--- src/rtl/mem_loader_pkg.sv ---
// ---------------------------------------------------------------------------
// mem_loader_pkg
// Purpose : shared definitions for the somador datapath front end: the RAM
//           geometry used by both the loader and the accumulator, and the
//           loader FSM state encoding (3-bit).
// Ports   : none (package).
// ---------------------------------------------------------------------------
package mem_loader_pkg;

    // RAM geometry shared with the accumulator (32 x 16 synchronous RAM)
    localparam int unsigned RAM_DATA_W = 16;
    localparam int unsigned RAM_ADDR_W = 5;
    localparam int unsigned RAM_DEPTH  = 32;

    // Loader FSM states
    typedef enum logic [2:0] {
        ST_IDLE  = 3'd0,
        ST_WAIT  = 3'd1,
        ST_SETUP = 3'd2,
        ST_WRITE = 3'd3,
        ST_HOLD  = 3'd4,
        ST_DONE  = 3'd5
    } state_t;

endpackage : mem_loader_pkg

--- src/rtl/mem_loader_csum.sv ---
// ---------------------------------------------------------------------------
// mem_loader_csum
// Purpose : running modular sum of the words written into the RAM.
//           Only instantiated when LOADER_CHECKSUM_EN is defined.
// Ports   : clk     - system clock
//           reset   - synchronous active-high reset
//           i_clr   - clear the sum (start accept)
//           i_add   - add i_data this cycle (WRITE cycle)
//           i_data  - word being written
//           o_sum   - registered running sum, mod 2**DATA_W
// ---------------------------------------------------------------------------
module mem_loader_csum
    import mem_loader_pkg::*;
#(
    parameter int unsigned DATA_W = RAM_DATA_W
) (
    input  logic              clk,
    input  logic              reset,
    input  logic              i_clr,
    input  logic              i_add,
    input  logic [DATA_W-1:0] i_data,
    output logic [DATA_W-1:0] o_sum
);

    logic [DATA_W-1:0] r_sum;

    // Clear takes priority; the adder wraps naturally at DATA_W bits
    always_ff @(posedge clk) begin
        if (reset) begin
            r_sum <= '0;
        end else if (i_clr) begin
            r_sum <= '0;
        end else if (i_add) begin
            r_sum <= r_sum + i_data;
        end
    end

    assign o_sum = r_sum;

endmodule : mem_loader_csum

--- src/rtl/mem_loader.sv ---
// ---------------------------------------------------------------------------
// mem_loader
// Purpose : accepts a valid/ready word stream and writes DEPTH consecutive
//           words into the synchronous RAM at addresses 0..DEPTH-1, using a
//           WAIT/SETUP/WRITE/HOLD sequence per word so that address and data
//           are stable for a full cycle before, during and after the write
//           strobe. Pulses done when the memory is loaded.
// Config  : LOADER_CHECKSUM_EN - when defined, checksum is the running sum of
//           written words (cleared at start accept); otherwise tied to 0.
// Ports   : clk       - system clock, rising edge
//           reset     - synchronous active-high reset
//           start     - begin a load (sampled only in IDLE)
//           in_data   - stream word
//           in_valid  - in_data valid
//           in_ready  - loader accepts a word this cycle
//           address   - RAM address
//           dataout   - RAM write data
//           wren      - RAM write enable
//           busy      - start accept through done pulse inclusive
//           done      - one-cycle pulse after the last write
//           checksum  - running sum of written words
// ---------------------------------------------------------------------------
module mem_loader
    import mem_loader_pkg::*;
#(
    parameter int unsigned DATA_W = RAM_DATA_W,
    parameter int unsigned ADDR_W = RAM_ADDR_W,
    parameter int unsigned DEPTH  = RAM_DEPTH
) (
    input  logic              clk,
    input  logic              reset,
    input  logic              start,
    input  logic [DATA_W-1:0] in_data,
    input  logic              in_valid,
    output logic              in_ready,
    output logic [ADDR_W-1:0] address,
    output logic [DATA_W-1:0] dataout,
    output logic              wren,
    output logic              busy,
    output logic              done,
    output logic [DATA_W-1:0] checksum
);

    localparam logic [ADDR_W-1:0] LAST_CNT = ADDR_W'(DEPTH - 1);

    state_t            r_state;
    logic [ADDR_W-1:0] r_cnt;
    logic [ADDR_W-1:0] r_address;
    logic [DATA_W-1:0] r_dataout;
    logic              r_wren;
    logic              r_in_ready;
    logic              r_busy;
    logic              r_done;

    // Loader FSM; every output is a register updated on the state transition
    always_ff @(posedge clk) begin
        if (reset) begin
            r_state    <= ST_IDLE;
            r_cnt      <= '0;
            r_address  <= '0;
            r_dataout  <= '0;
            r_wren     <= 1'b0;
            r_in_ready <= 1'b0;
            r_busy     <= 1'b0;
            r_done     <= 1'b0;
        end else begin
            case (r_state)
                ST_IDLE: begin
                    if (start) begin
                        r_cnt      <= '0;
                        r_busy     <= 1'b1;
                        r_in_ready <= 1'b1;
                        r_state    <= ST_WAIT;
                    end
                end
                // Address and data only ever change on the accept edge
                ST_WAIT: begin
                    if (in_valid && r_in_ready) begin
                        r_dataout  <= in_data;
                        r_address  <= r_cnt;
                        r_in_ready <= 1'b0;
                        r_state    <= ST_SETUP;
                    end
                end
                ST_SETUP: begin
                    r_wren  <= 1'b1;
                    r_state <= ST_WRITE;
                end
                ST_WRITE: begin
                    r_wren  <= 1'b0;
                    r_state <= ST_HOLD;
                end
                // cnt stops at DEPTH-1, so a full 2**ADDR_W load never wraps
                ST_HOLD: begin
                    if (r_cnt == LAST_CNT) begin
                        r_done  <= 1'b1;
                        r_state <= ST_DONE;
                    end else begin
                        r_cnt      <= r_cnt + ADDR_W'(1);
                        r_in_ready <= 1'b1;
                        r_state    <= ST_WAIT;
                    end
                end
                ST_DONE: begin
                    r_done  <= 1'b0;
                    r_busy  <= 1'b0;
                    r_state <= ST_IDLE;
                end
                default: begin
                    r_state <= ST_IDLE;
                end
            endcase
        end
    end

    assign in_ready = r_in_ready;
    assign address  = r_address;
    assign dataout  = r_dataout;
    assign wren     = r_wren;
    assign busy     = r_busy;
    assign done     = r_done;

`ifdef LOADER_CHECKSUM_EN
    logic w_csum_clr;
    logic w_csum_add;

    // Clear on the start accept edge, accumulate the latched word in WRITE
    assign w_csum_clr = (r_state == ST_IDLE) && start;
    assign w_csum_add = (r_state == ST_WRITE);

    mem_loader_csum #(
        .DATA_W (DATA_W)
    ) u_csum (
        .clk    (clk),
        .reset  (reset),
        .i_clr  (w_csum_clr),
        .i_add  (w_csum_add),
        .i_data (r_dataout),
        .o_sum  (checksum)
    );
`else
    assign checksum = '0;
`endif

endmodule : mem_loader

--- config.mk ---
export PLATFORM = sky130hd
export DESIGN_NAME = mem_loader
export DESIGN_NICKNAME = d
export VERILOG_FILES = /design/src/rtl/mem_loader_pkg.sv /design/src/rtl/mem_loader_csum.sv /design/src/rtl/mem_loader.sv
export SDC_FILE = /design/constraint.sdc
export NUM_CORES = 1
export LEC_CHECK = 0
export CAP_MARGIN = 20
export CORE_ASPECT_RATIO = 0.6
export CORE_MARGIN = 2
export CORE_UTILIZATION = 25
export CTS_BUF_LIST = sky130_fd_sc_hd__clkbuf_8
export DETAILED_ROUTE_END_ITERATION = 8
export GPL_TIMING_DRIVEN = 0
export SYNTH_ARGS = -nofsm -noshare
export SYNTH_HDL_FRONTEND = slang
export SYNTH_SLANG_ARGS = --single-unit
--- constraint.sdc ---
create_clock -name clk -period 2.6 [get_ports clk]
set_input_delay 0.26 -clock clk [delete_from_list [all_inputs] [get_ports clk]]
set_output_delay 0.26 -clock clk [all_outputs]
set_load 0.05 [all_outputs]
* Word level (Yosys, flattened, before mapping) *
Index checks and enable logic that the tools add are counted.

storage, ports and cells
  register bits after elaboration = 33
  latch bits = 0
  bits in writable memories = 0
  ROM bits = 0
  input port bits = 20
  word-level logic and storage cells = 47
  memories kept = 0

cells by class
  add/subtract/negate cells = 1
  multiply operators = 0
  div/mod/pow operators = 0
  order comparisons = 0
  eq/ne operators = 10
  shifts and indexed selects = 0
  multiplexer cells = 15
  bitwise operators = 0
  reduce and logical (&&, ||, !) cells = 13

operators with widths
  operator                                                         count
  3-bit one-hot mux with 5 select lines                            1
  5-bit 2-to-1 mux                                                 2
  5-bit one-hot mux with 2 select lines                            1
  3-bit 2-to-1 mux                                                 3
  2-bit inequality test, second input constant                     4
  2-bit AND reduction                                              4
  2-bit nonzero test                                               4
  3-bit by 2-bit == test with 1-bit output, second input constant  2
  3-bit == test, second input constant                             2
  1-bit one-hot mux with 2 select lines                            3
  5-bit by 1-bit adder with 5-bit output, second input constant    1
  5-bit == test, second input constant                             1
  1-bit 2-to-1 mux                                                 4
  4-bit AND reduction                                              1
  3-bit by 1-bit == test with 1-bit output, second input constant  1
  3-bit logical NOT                                                1
  1-bit one-hot mux with 3 select lines                            1
  3-bit AND reduction                                              1
  3-bit nonzero test                                               1
  1-bit logical AND                                                1

* Depth between registers and ports, before layout *
Gate-level depths: netlist of run 1.

  depth after elaboration = 3
  gate-level depth with buffers = 7
  mapped depth without buffers = 7

* Worst setup path after synthesis of run 1 *
Ideal clock, no wire load.

  path kind = flip-flop to flip-flop
  from = reg r_cnt[0]
  to = reg r_cnt[2]
  setup time = 0.070 ns
  arrival = 1.563 ns
  setup slack = 0.967 ns
  stages on the path, launching flop included = 7
  clock period less this slack = 1.633 ns
  path through = dfxtp_1 -> ha_1 -> and3_1 -> ha_1 -> nand2b_1 -> or3b_1 -> a21oi_1

on the way
  longest elaborated chain between the ends = 3

ends and longest elaborated chain
  element                                                                              RTL line                            RTL
  start, declared                                                                      mem_loader.sv:47                    logic [ADDR_W-1:0] r_cnt;
  start signal, assigned                                                               mem_loader.sv:99                    r_cnt <= r_cnt + ADDR_W'(1);
  5-bit by 1-bit adder with 5-bit output / 5-bit == test (equally long branches)       mem_loader.sv:99, mem_loader.sv:95
  5-bit 2-to-1 mux / 2-bit inequality test (equally long branches)                     --
  5-bit one-hot mux with 2 select lines / 3-bit AND reduction (equally long branches)  --

Parallel ways exist; a longest one is shown, timed or not. The select of a mux whose other input is x is not followed.
A chain may end at the register's enable or synchronous reset.

* Worst setup path in the final report of run 1 *
  from = reg r_cnt[0]
  to = reg r_cnt[3]

Same word-level chain as after synthesis.

==> results.py, run 1 <==
metrics = {
    "status": {
        "outcome": "complete, no violations",
    },
    "grt": {
        "grt_start_max_net_pins": 12,
        "grt_pass1_vias": 1202,
        "grt_pass1_wl_microns": 5690,
        "antenna_found_initial": 0,
        "grt_overflow": 0,
        "grtUsageTotal": 0.112,
    },
    "cts": {
        "clk_path_buf_depth": 2,
        "ctsHoldBuffers": 0,
        "clkTransAtPathRegs_ns": 0.08,
        "ctsResizeCount": 0,
        "cts-root-buf": "clkbuf_8",
        "postCtsSetupBuffers": 0,
        "cts_tree": "built",
        "cts.sinks": 33,
        "h-tree-depth": 2,
        "cts_buffers": 5,
        "clk_latency_ns": 0.28,
    },
    "power": {
        "leakagePower_nw": 0.795,
        "totalPowerFinal_w": 0.00109,
        "vdd_ir_drop_max_v": 0.000197,
        "p_per_area_mw_per_mm2": 513,
    },
    "placed_design": {
        "hpwl_microns": 2630,
        "gp_congestion": 0.817,
        "portBuffers": 43,
    },
    "yosys": {
        "yosysSeqAreaShare": 0.456,
        "synth_top_area_frac": 0.456,
        "synth-edff-count": 0,
        "netlist_area_sq_mm": 0.00145,
        "ys.flop_type": "dfxtp_1",
        "synth_cells": 180,
        "yosysMostFrequentCell": "nand2_1",
        "yosys_warnings": 0,
        "ys_types": 28,
        "syn_avg_cell_area_sq_um": 8.05,
        "netlist_top_cells_count": "46 x nand2_1, 33 x dfxtp_1, 32 x a21oi_1, 16 x buf_4, 8 x nor2_1",
        "ys_async_sr_fraction": 0,
        "synth_area_leader_cell": "dfxtp_1",
        "synthTopCellsByArea": "dfxtp_1 46%, nand2_1 12%, a21oi_1 11%",
        "synth_seq_cells": 33,
    },
    "floorplanning": {
        "ios": 61,
        "fp.dieW_microns": 102,
        "dieArea_sq_mm": 0.00644,
        "die_h_microns": 63.0,
        "core_area_sq_mm": 0.00560,
        "initial_core_util": 0.259,
        "rows": 21,
    },
    "critical_path": {
        "criticalPathCategory": "reg2reg",
        "cp.arrival_ns": 2.15,
        "crit_required_ns": 2.81,
        "crit_path_max_fanout": 6,
        "worstSetupEndpointType": "register",
        "cp-start-kind": "register",
    },
    "finish": {
        "nNetsFinal": 267,
        "fill_cells": 600,
        "multi_input_area_sq_um": 671,
        "syn_to_final_growth_pct": 46.5,
        "regArea_sq_um": 661,
        "layout-drive-gt1-share": 0.130,
        "diodes": 0,
    },
    "timing": {
        "maxSlewHeadroom": 0.643,
        "setup_tns_ns": 0,
        "finalSetupViolCount": 0,
        "tightest_slew_ns": 0.533,
        "slew_viol_final": 0,
        "period_needed_ns": 1.94,
        "final.setup_skew_ns": 0.0111,
        "clock.fmax_mhz": 515,
        "rsz0062_at_grt": "false",
        "post-route-period-util": 0.748,
        "hold_viol_final": 0,
    },
    "route": {
        "route.vias.total": 1327,
        "drc": 0,
        "dr.pass1.iters": 4,
        "routed_via_density": 4.07,
        "drtIter0Drc": 41,
        "avgRoutedWirePerCell_microns": 10.7,
        "drtAntennaViolNets": 0,
        "routed_wl_microns": 3500,
    },
    "min_path": {
        "hp-class": "in2reg",
    },
    "run": {
        "cap_violations": 0,
    },
}
-- logic make-up after synthesis --
logic type | share of synthesized area
AO/OA/AOI/OAI | 0.168
adder cells (fa/ha/maj) | 0.0173
buffers and inverters | 0.120
flip-flops | 0.456
multiplexers | 0.00691
other | 0.00259
AND/OR/NAND/NOR | 0.229
-- sequential cells by signal, indices dropped and copies added (netlist names) --
| signal | cells |
|---|---|
| busy | 1 |
| address | 5 |
| wren | 1 |
| dataout | 16 |
| done | 1 |
| r_cnt | 5 |
| in_ready | 1 |
| r_state | 3 |
-- area by class of cell --
| type | instances | share of cell area |
|---|---|---|
| repair buffers | 43 | 0.203 |
| flip-flops and latches | 33 | 0.311 |
| well taps | 80 | 0.0472 |
| multi-input cells | 134 | 0.316 |
| plain buffers | 27 | 0.0802 |
| inverters | 1 | 0.00177 |
| clock buffers | 5 | 0.0324 |
| clock inverters | 3 | 0.00825 |
-- final timing paths --
kind                            from                 endpoint  slack (ns)  depth (start not counted)
min                            reset        done$_SDFFE_PP0P_        0.30                          2
max            r_cnt[0]$_SDFFE_PP0P_    r_cnt[3]$_SDFFE_PP0P_        0.66                          7
min reg2reg  address[3]$_SDFFE_PP0P_  address[3]$_SDFFE_PP0P_        0.45                          2
max reg2reg    r_cnt[0]$_SDFFE_PP0P_    r_cnt[3]$_SDFFE_PP0P_        0.66                          7
-- critical path, cell delays in order (launching register included) --
cell     delay [ns]
dfxtp_1        0.43
ha_1           0.21
and3_1         0.17
ha_1           0.26
nor2b_1        0.11
o21ai_1        0.43
o21ai_1        0.13
a21oi_1        0.14
-- cell usage in the layout (no fill, tap or decap), types with 3 or more instances in the layout --
master | netlist | final
dfxtp_1 | 33 | 33
nor2b_1 | 4 | 4
clkbuf_8 | 0 | 5
conb_1 | 1 | 16
nor2_1 | 8 | 8
clkdlybuf4s50_1 | 0 | 43
a21oi_1 | 32 | 32
buf_2 | 7 | 7
clkbuf_1 | 4 | 4
o21ai_1 | 3 | 3
nand2b_1 | 4 | 4
nand2_1 | 46 | 46
buf_4 | 16 | 16
-- power breakdown --
group	internal, W	switching [W]
clock network	0.000185	0.000189
registers	0.000515	0.00000795
logic	0.0000699	0.000122
-- per-stage QoR --
| stage | cell area [sq um] | setup WS (ns) | cells | hold WS [ns] | util |
|---|---|---|---|---|---|
| finish | 2120 | 0.656 | 326 | 0.296 | 0.379 |
| global route | 2120 | 0.511 | 326 | 0.340 | 0.379 |
| CTS | 2120 | 0.721 | 326 | 0.297 | 0.379 |
| detailed placement | 2040 | 0.777 | 318 | 0.447 | 0.364 |
| global placement | 2040 | 0.788 | 318 | 0.441 | 0.364 |
| floorplan | 1510 | 0.967 | 195 | 0.396 | - |
-- layer usage --
layer	part of all wire	routed length, microns	global-route usage	vias to the layer above
met5	0	0	0	-
li1	-	-	-	695
met2	0.43	1500	0.157	29
met4	0	0	0.0150	0
met1	0.50	1750	0.162	603
met3	0.074	258	0.0492	0
No activity file was read; power rests on OpenSTA's default activity.
==> run 2, diff against run 1 <==
Clock period 2.6 ns to 1.7 ns, I/O delays scaled along.
==> run 2 against run 1 <==
Net effect: worst setup slack worse by 0.63 ns; clock-buffer cell count stayed put; fmax is 16% higher; clock skew hardly changed; combinational power is 55% higher; critical path type unchanged.
==> results.py, run 2 (synthesized netlist as in run 1, its figures left out) <==
metrics = {
    "status": {
        "outcome": "complete, no violations",
    },
    "run": {
        "cap_violations": 0,
    },
    "floorplanning": {
        "initial_core_util": 0.259,
        "core_area_sq_mm": 0.00560,
        "dieArea_sq_mm": 0.00644,
        "rows": 21,
        "die_h_microns": 63.0,
        "fp.dieW_microns": 102,
        "ios": 61,
    },
    "power": {
        "leakagePower_nw": 0.793,
        "p_per_area_mw_per_mm2": 773,
        "vdd_ir_drop_max_v": 0.000301,
    },
    "cts": {
        "clkTransAtPathRegs_ns": 0.08,
        "h-tree-depth": 2,
        "clk_path_buf_depth": 2,
        "cts-root-buf": "clkbuf_8",
        "cts_buffers": 5,
        "cts_tree": "built",
        "cts.sinks": 33,
        "clk_latency_ns": 0.28,
    },
    "timing": {
        "rsz0062_at_grt": "true",
        "maxSlewHeadroom": 0.643,
        "clock.fmax_mhz": 597,
        "worst_slack_ns": 0.0259,
        "slew_viol_final": 0,
        "final.setup_skew_ns": 0.0111,
        "hold_viol_final": 0,
        "post-route-period-util": 0.985,
        "finalSetupViolCount": 0,
        "tightest_slew_ns": 0.533,
        "period_needed_ns": 1.67,
    },
    "critical_path": {
        "slowest_delay_ns": 0.38,
        "critPathBufInv": 0,
        "worstSetupEndpointType": "register",
        "cp.arrival_ns": 1.88,
        "criticalPathCategory": "reg2reg",
        "crit_required_ns": 1.91,
        "crit_chain": "ha_2, and3_1, ha_4, nand2b_4, or3b_1, a21oi_1",
        "crit_path_max_fanout": 5,
        "critPathTopFamily": "simple AND/OR/NAND/NOR gates",
        "cp-start-kind": "register",
        "cp_slowest_cell": "or3b_1",
    },
    "route": {
        "drc": 0,
        "routed_via_density": 4.11,
        "dr.pass1.iters": 4,
        "route.vias.total": 1340,
        "drtIter0Drc": 39,
        "avgRoutedWirePerCell_microns": 10.9,
        "routed_wl_microns": 3560,
        "drtAntennaViolNets": 0,
    },
    "grt": {
        "grt_overflow": 0,
        "grt_pass1_vias": 1220,
        "antenna_found_initial": 0,
        "grt_pass1_wl_microns": 5770,
        "grtUsageTotal": 0.114,
        "grt_start_max_net_pins": 12,
    },
    "placed_design": {
        "gp_congestion": 0.817,
        "hpwl_microns": 2630,
        "post-place-ws_ns": -0.123,
        "dp_cells": 318,
        "place_area_sq_mm": 0.00204,
        "portBuffers": 43,
    },
    "finish": {
        "nNetsFinal": 267,
        "diodes": 0,
        "fin_cells": 326,
        "largest_reg_flops": 16,
        "final_cell_mix": "46 x nand2_1, 43 x clkdlybuf4s50_1, 32 x a21oi_1, 32 x dfxtp_1",
        "syn_to_final_growth_pct": 49.0,
        "final_cell_area_sq_mm": 0.00216,
        "final_common_cell": "nand2_1",
        "fill_cells": 596,
        "layout-drive-gt1-share": 0.154,
    },
    "min_path": {
        "hp-class": "in2reg",
    },
}
## run 2: layer usage
layer  up-vias  share of wire  global-route usage
li1        695              -                   -
met1       610           0.49               0.163
met2        35           0.43               0.162
met3         0          0.081              0.0492
met4         0              0              0.0150
met5         -              0                   0
## run 2: final timing paths
check	from	to	cells past startpoint	slack, ns
worst min register to register	dataout[0]$_SDFFE_PP0P_	dataout[0]$_SDFFE_PP0P_	2	0.45
worst max register to register	r_cnt[0]$_SDFFE_PP0P_	r_cnt[2]$_SDFFE_PP0P_	6	0.03
worst min-delay path	reset	done$_SDFFE_PP0P_	2	0.21
worst max-delay path	r_cnt[0]$_SDFFE_PP0P_	r_cnt[2]$_SDFFE_PP0P_	6	0.03
## run 2: stage by stage
step | setup TNS [ns] | total power, W | hold WS [ns] | util
6_report | 0 | 0.00167 | 0.206 | 0.386
4_1_cts | 0 | 0.00169 | 0.206 | 0.384
2_1_floorplan | 0 | 0.00102 | 0.306 | -
5_1_grt | -0.0610 | 0.00173 | 0.250 | 0.386
3_3_place_gp | -0.440 | 0.00111 | 0.441 | 0.364
3_5_place_dp | -0.561 | 0.00111 | 0.447 | 0.364
## run 2: worst register-to-register path, stage by stage, from the launching register on
cell	delay (ns)
dfxtp_2	0.35
ha_2	0.19
and3_1	0.21
ha_4	0.19
nand2b_4	0.14
or3b_1	0.38
a21oi_1	0.14
## run 2: layout make-up
cell class                 count  area [sq um]  area share
clock buffer                   5          68.8      0.0319
tap                           80           100      0.0463
sequential                    33           662       0.306
buffer                        27           170      0.0788
clock inverter                 3          17.5     0.00811
timing repair buffer          43           430       0.199
multi-input combinational    134           707       0.327
inverter                       1          3.75     0.00174
## run 2: where the power goes
group | internal (W) | total (W) | switching, W
logic | 0.000109 | 0.000297 | 0.000188
registers | 0.000788 | 0.000800 | 0.0000123
clock network | 0.000282 | 0.000573 | 0.000291
## run 2: what timing repair did
action | CTS | global route
setup endpoints to repair | 6 | 4
hold buffers | 0 | 0
setup buffers | 0 | 0
gates resized for setup | 6 | 2
==> run 3, diff against run 2 <==
Settings changed: CORE_ASPECT_RATIO 0.6 to 1.4.
==> run 3 against run 2 <==
Net effect: sequential cell count unchanged; power increased by 4.2%; first-iteration DRC count increased by 13%; register-to-register slack improved by 0.04 ns; clock skew decreased by 0.0081 ns; largest power group unchanged.
==> results.py, run 3 (synthesized netlist as in run 1, its figures left out) <==
metrics = {
    "critical_path": {
        "r2r_start": "r_cnt[0]$_SDFFE_PP0P_",
        "crit_path_max_fanout": 5,
        "criticalPathCategory": "reg2reg",
        "cp-start-kind": "register",
        "crit_required_ns": 1.91,
        "worstSetupEndpointType": "register",
        "ff2ff_path_depth": 6,
        "cp.arrival_ns": 1.85,
        "r2r-end": "r_cnt[2]$_SDFFE_PP0P_",
        "r2r_slack_ns": 0.06,
    },
    "finish": {
        "multi_input_area_sq_um": 704,
        "fin_cells": 314,
        "nNetsFinal": 267,
        "final_cell_mix": "46 x nand2_1, 42 x clkdlybuf4s50_1, 32 x a21oi_1, 32 x dfxtp_1",
        "final_common_cell": "nand2_1",
        "layout-drive-gt1-share": 0.159,
        "diodes": 0,
        "fill_cells": 568,
        "final_cell_area_sq_mm": 0.00216,
        "syn_to_final_growth_pct": 49.0,
        "regArea_sq_um": 662,
        "post-route-util": 0.388,
        "largest_reg_flops": 16,
    },
    "floorplanning": {
        "core_area_sq_mm": 0.00557,
        "ios": 61,
        "dieArea_sq_mm": 0.00643,
        "rows": 32,
        "die_h_microns": 94.1,
        "initial_core_util": 0.260,
        "fp.dieW_microns": 68.3,
    },
    "placed_design": {
        "dp_cells": 306,
        "gp_congestion": 0.736,
        "hpwl_microns": 2490,
        "place_area_sq_mm": 0.00202,
        "portBuffers": 43,
    },
    "timing": {
        "finalSetupViolCount": 0,
        "rsz0062_at_grt": "false",
        "slew_viol_final": 0,
        "hold_viol_final": 0,
        "hold-worst-slack_ns": 0.205,
        "maxSlewHeadroom": 0.656,
        "post-route-period-util": 0.962,
        "final.setup_skew_ns": 0.00296,
        "tightest_slew_ns": 0.514,
        "clock.fmax_mhz": 611,
        "period_needed_ns": 1.64,
    },
    "cts": {
        "clkTransAtPathRegs_ns": 0.07,
        "cts_buffers": 5,
        "h-tree-depth": 2,
        "cts.sinks": 33,
        "cts-root-buf": "clkbuf_8",
        "postCtsSetupBuffers": 0,
        "clk_path_buf_depth": 2,
        "clk_latency_ns": 0.28,
        "ctsHoldBuffers": 0,
        "cts_tree": "built",
    },
    "min_path": {
        "hp-class": "in2reg",
        "hold_start": "reset",
        "whs_path_depth": 2,
        "worstHoldEndpoint": "r_state[1]$_SDFFE_PP0P_",
    },
    "grt": {
        "grtUsageTotal": 0.113,
        "grt_use_met1": 0.135,
        "grtUsageMet3": 0.0384,
        "grt_pass1_vias": 1244,
        "grt_start_max_net_pins": 11,
        "grt_util_met2": 0.180,
        "antenna_found_initial": 0,
        "grt_pass1_wl_microns": 5470,
        "grt_overflow": 0,
        "busiest_layer": "met2",
    },
    "run": {
        "cap_violations": 0,
    },
    "route": {
        "route.vias.total": 1338,
        "drtAntennaViolNets": 0,
        "dr.pass1.iters": 4,
        "drtIter0Drc": 44,
        "routed_via_density": 4.26,
        "routed_wl_microns": 3360,
        "avgRoutedWirePerCell_microns": 10.7,
        "drc": 0,
    },
    "power": {
        "leakagePower_nw": 0.815,
        "p_per_area_mw_per_mm2": 805,
        "totalPowerFinal_w": 0.00174,
        "vdd_ir_drop_max_v": 0.000336,
    },
    "status": {
        "outcome": "complete, no violations",
    },
}
run 3: cell types whose count changed in the layout (fill, tap and decap cells not counted):
cell / delta
clkbuf_8: +2
clkinvlp_4: -1
and3_4: +1
o21ai_4: -1
and3_1: -1
clkinv_2: -1
o21ai_2: +1
clkdlybuf4s50_1: -1
dlymetal6s2s_1: +1
run 3: how the worst max path moves through the flow:
stage                          startpoint                     to  slack [ns]
finish              r_cnt[0]$_SDFFE_PP0P_  r_cnt[2]$_SDFFE_PP0P_        0.06
global route            busy$_SDFFE_PP0P_                   busy       0.002
CTS                 r_cnt[0]$_SDFFE_PP0P_  r_cnt[2]$_SDFFE_PP0P_        0.01
detailed placement  r_cnt[0]$_SDFFE_PP0P_  r_cnt[2]$_SDFFE_PP0P_       -0.09
global placement    r_cnt[0]$_SDFFE_PP0P_  r_cnt[2]$_SDFFE_PP0P_       -0.09
floorplan           r_cnt[0]$_SDFFE_PP0P_  r_cnt[2]$_SDFFE_PP0P_        0.07
run 3: area by class of cell:
type	instances	share of cell area
multi-input cells	134	0.326
flip-flops and latches	33	0.306
repair buffers	43	0.200
plain buffers	27	0.0788
clock buffers	7	0.0446
well taps	68	0.0394
clock inverters	1	0.00232
inverters	1	0.00174
run 3: per-stage QoR:
| stage | TNS, ns | setup slack [ns] |
|---|---|---|
| 6_report | 0 | 0.0642 |
| 5_1_grt | 0 | 0.00200 |
| 3_5_place_dp | -0.340 | -0.0853 |
| 2_1_floorplan | 0 | 0.0670 |
| 3_3_place_gp | -0.408 | -0.0917 |
| 4_1_cts | 0 | 0.0105 |
run 3: where the power goes:
group          leakage [nW]  switching [W]  internal, W
Clock                0.0542       0.000282     0.000366
Combinational         0.493       0.000185     0.000107
Sequential            0.267      0.0000112     0.000788
Total                 0.815       0.000478      0.00126
run 3: critical path, stage by stage (launching register included):
cell	delay (ns)
dfxtp_2	0.35
ha_2	0.19
and3_4	0.18
ha_4	0.17
nand2b_4	0.15
or3b_1	0.37
a21oi_1	0.16
run 3: routing by layer:
| layer | part of all wire | wire length, microns |
|---|---|---|
| met1 | 0.42 | 1420 |
| met2 | 0.47 | 1590 |
| met3 | 0.083 | 277 |
| met4 | 0.019 | 63 |
| met5 | 0 | 0 |
run 3: repair_timing:
item	in CTS	in global routing
resized for setup	5	4
setup endpoints to repair	6	4
cloned	0	0
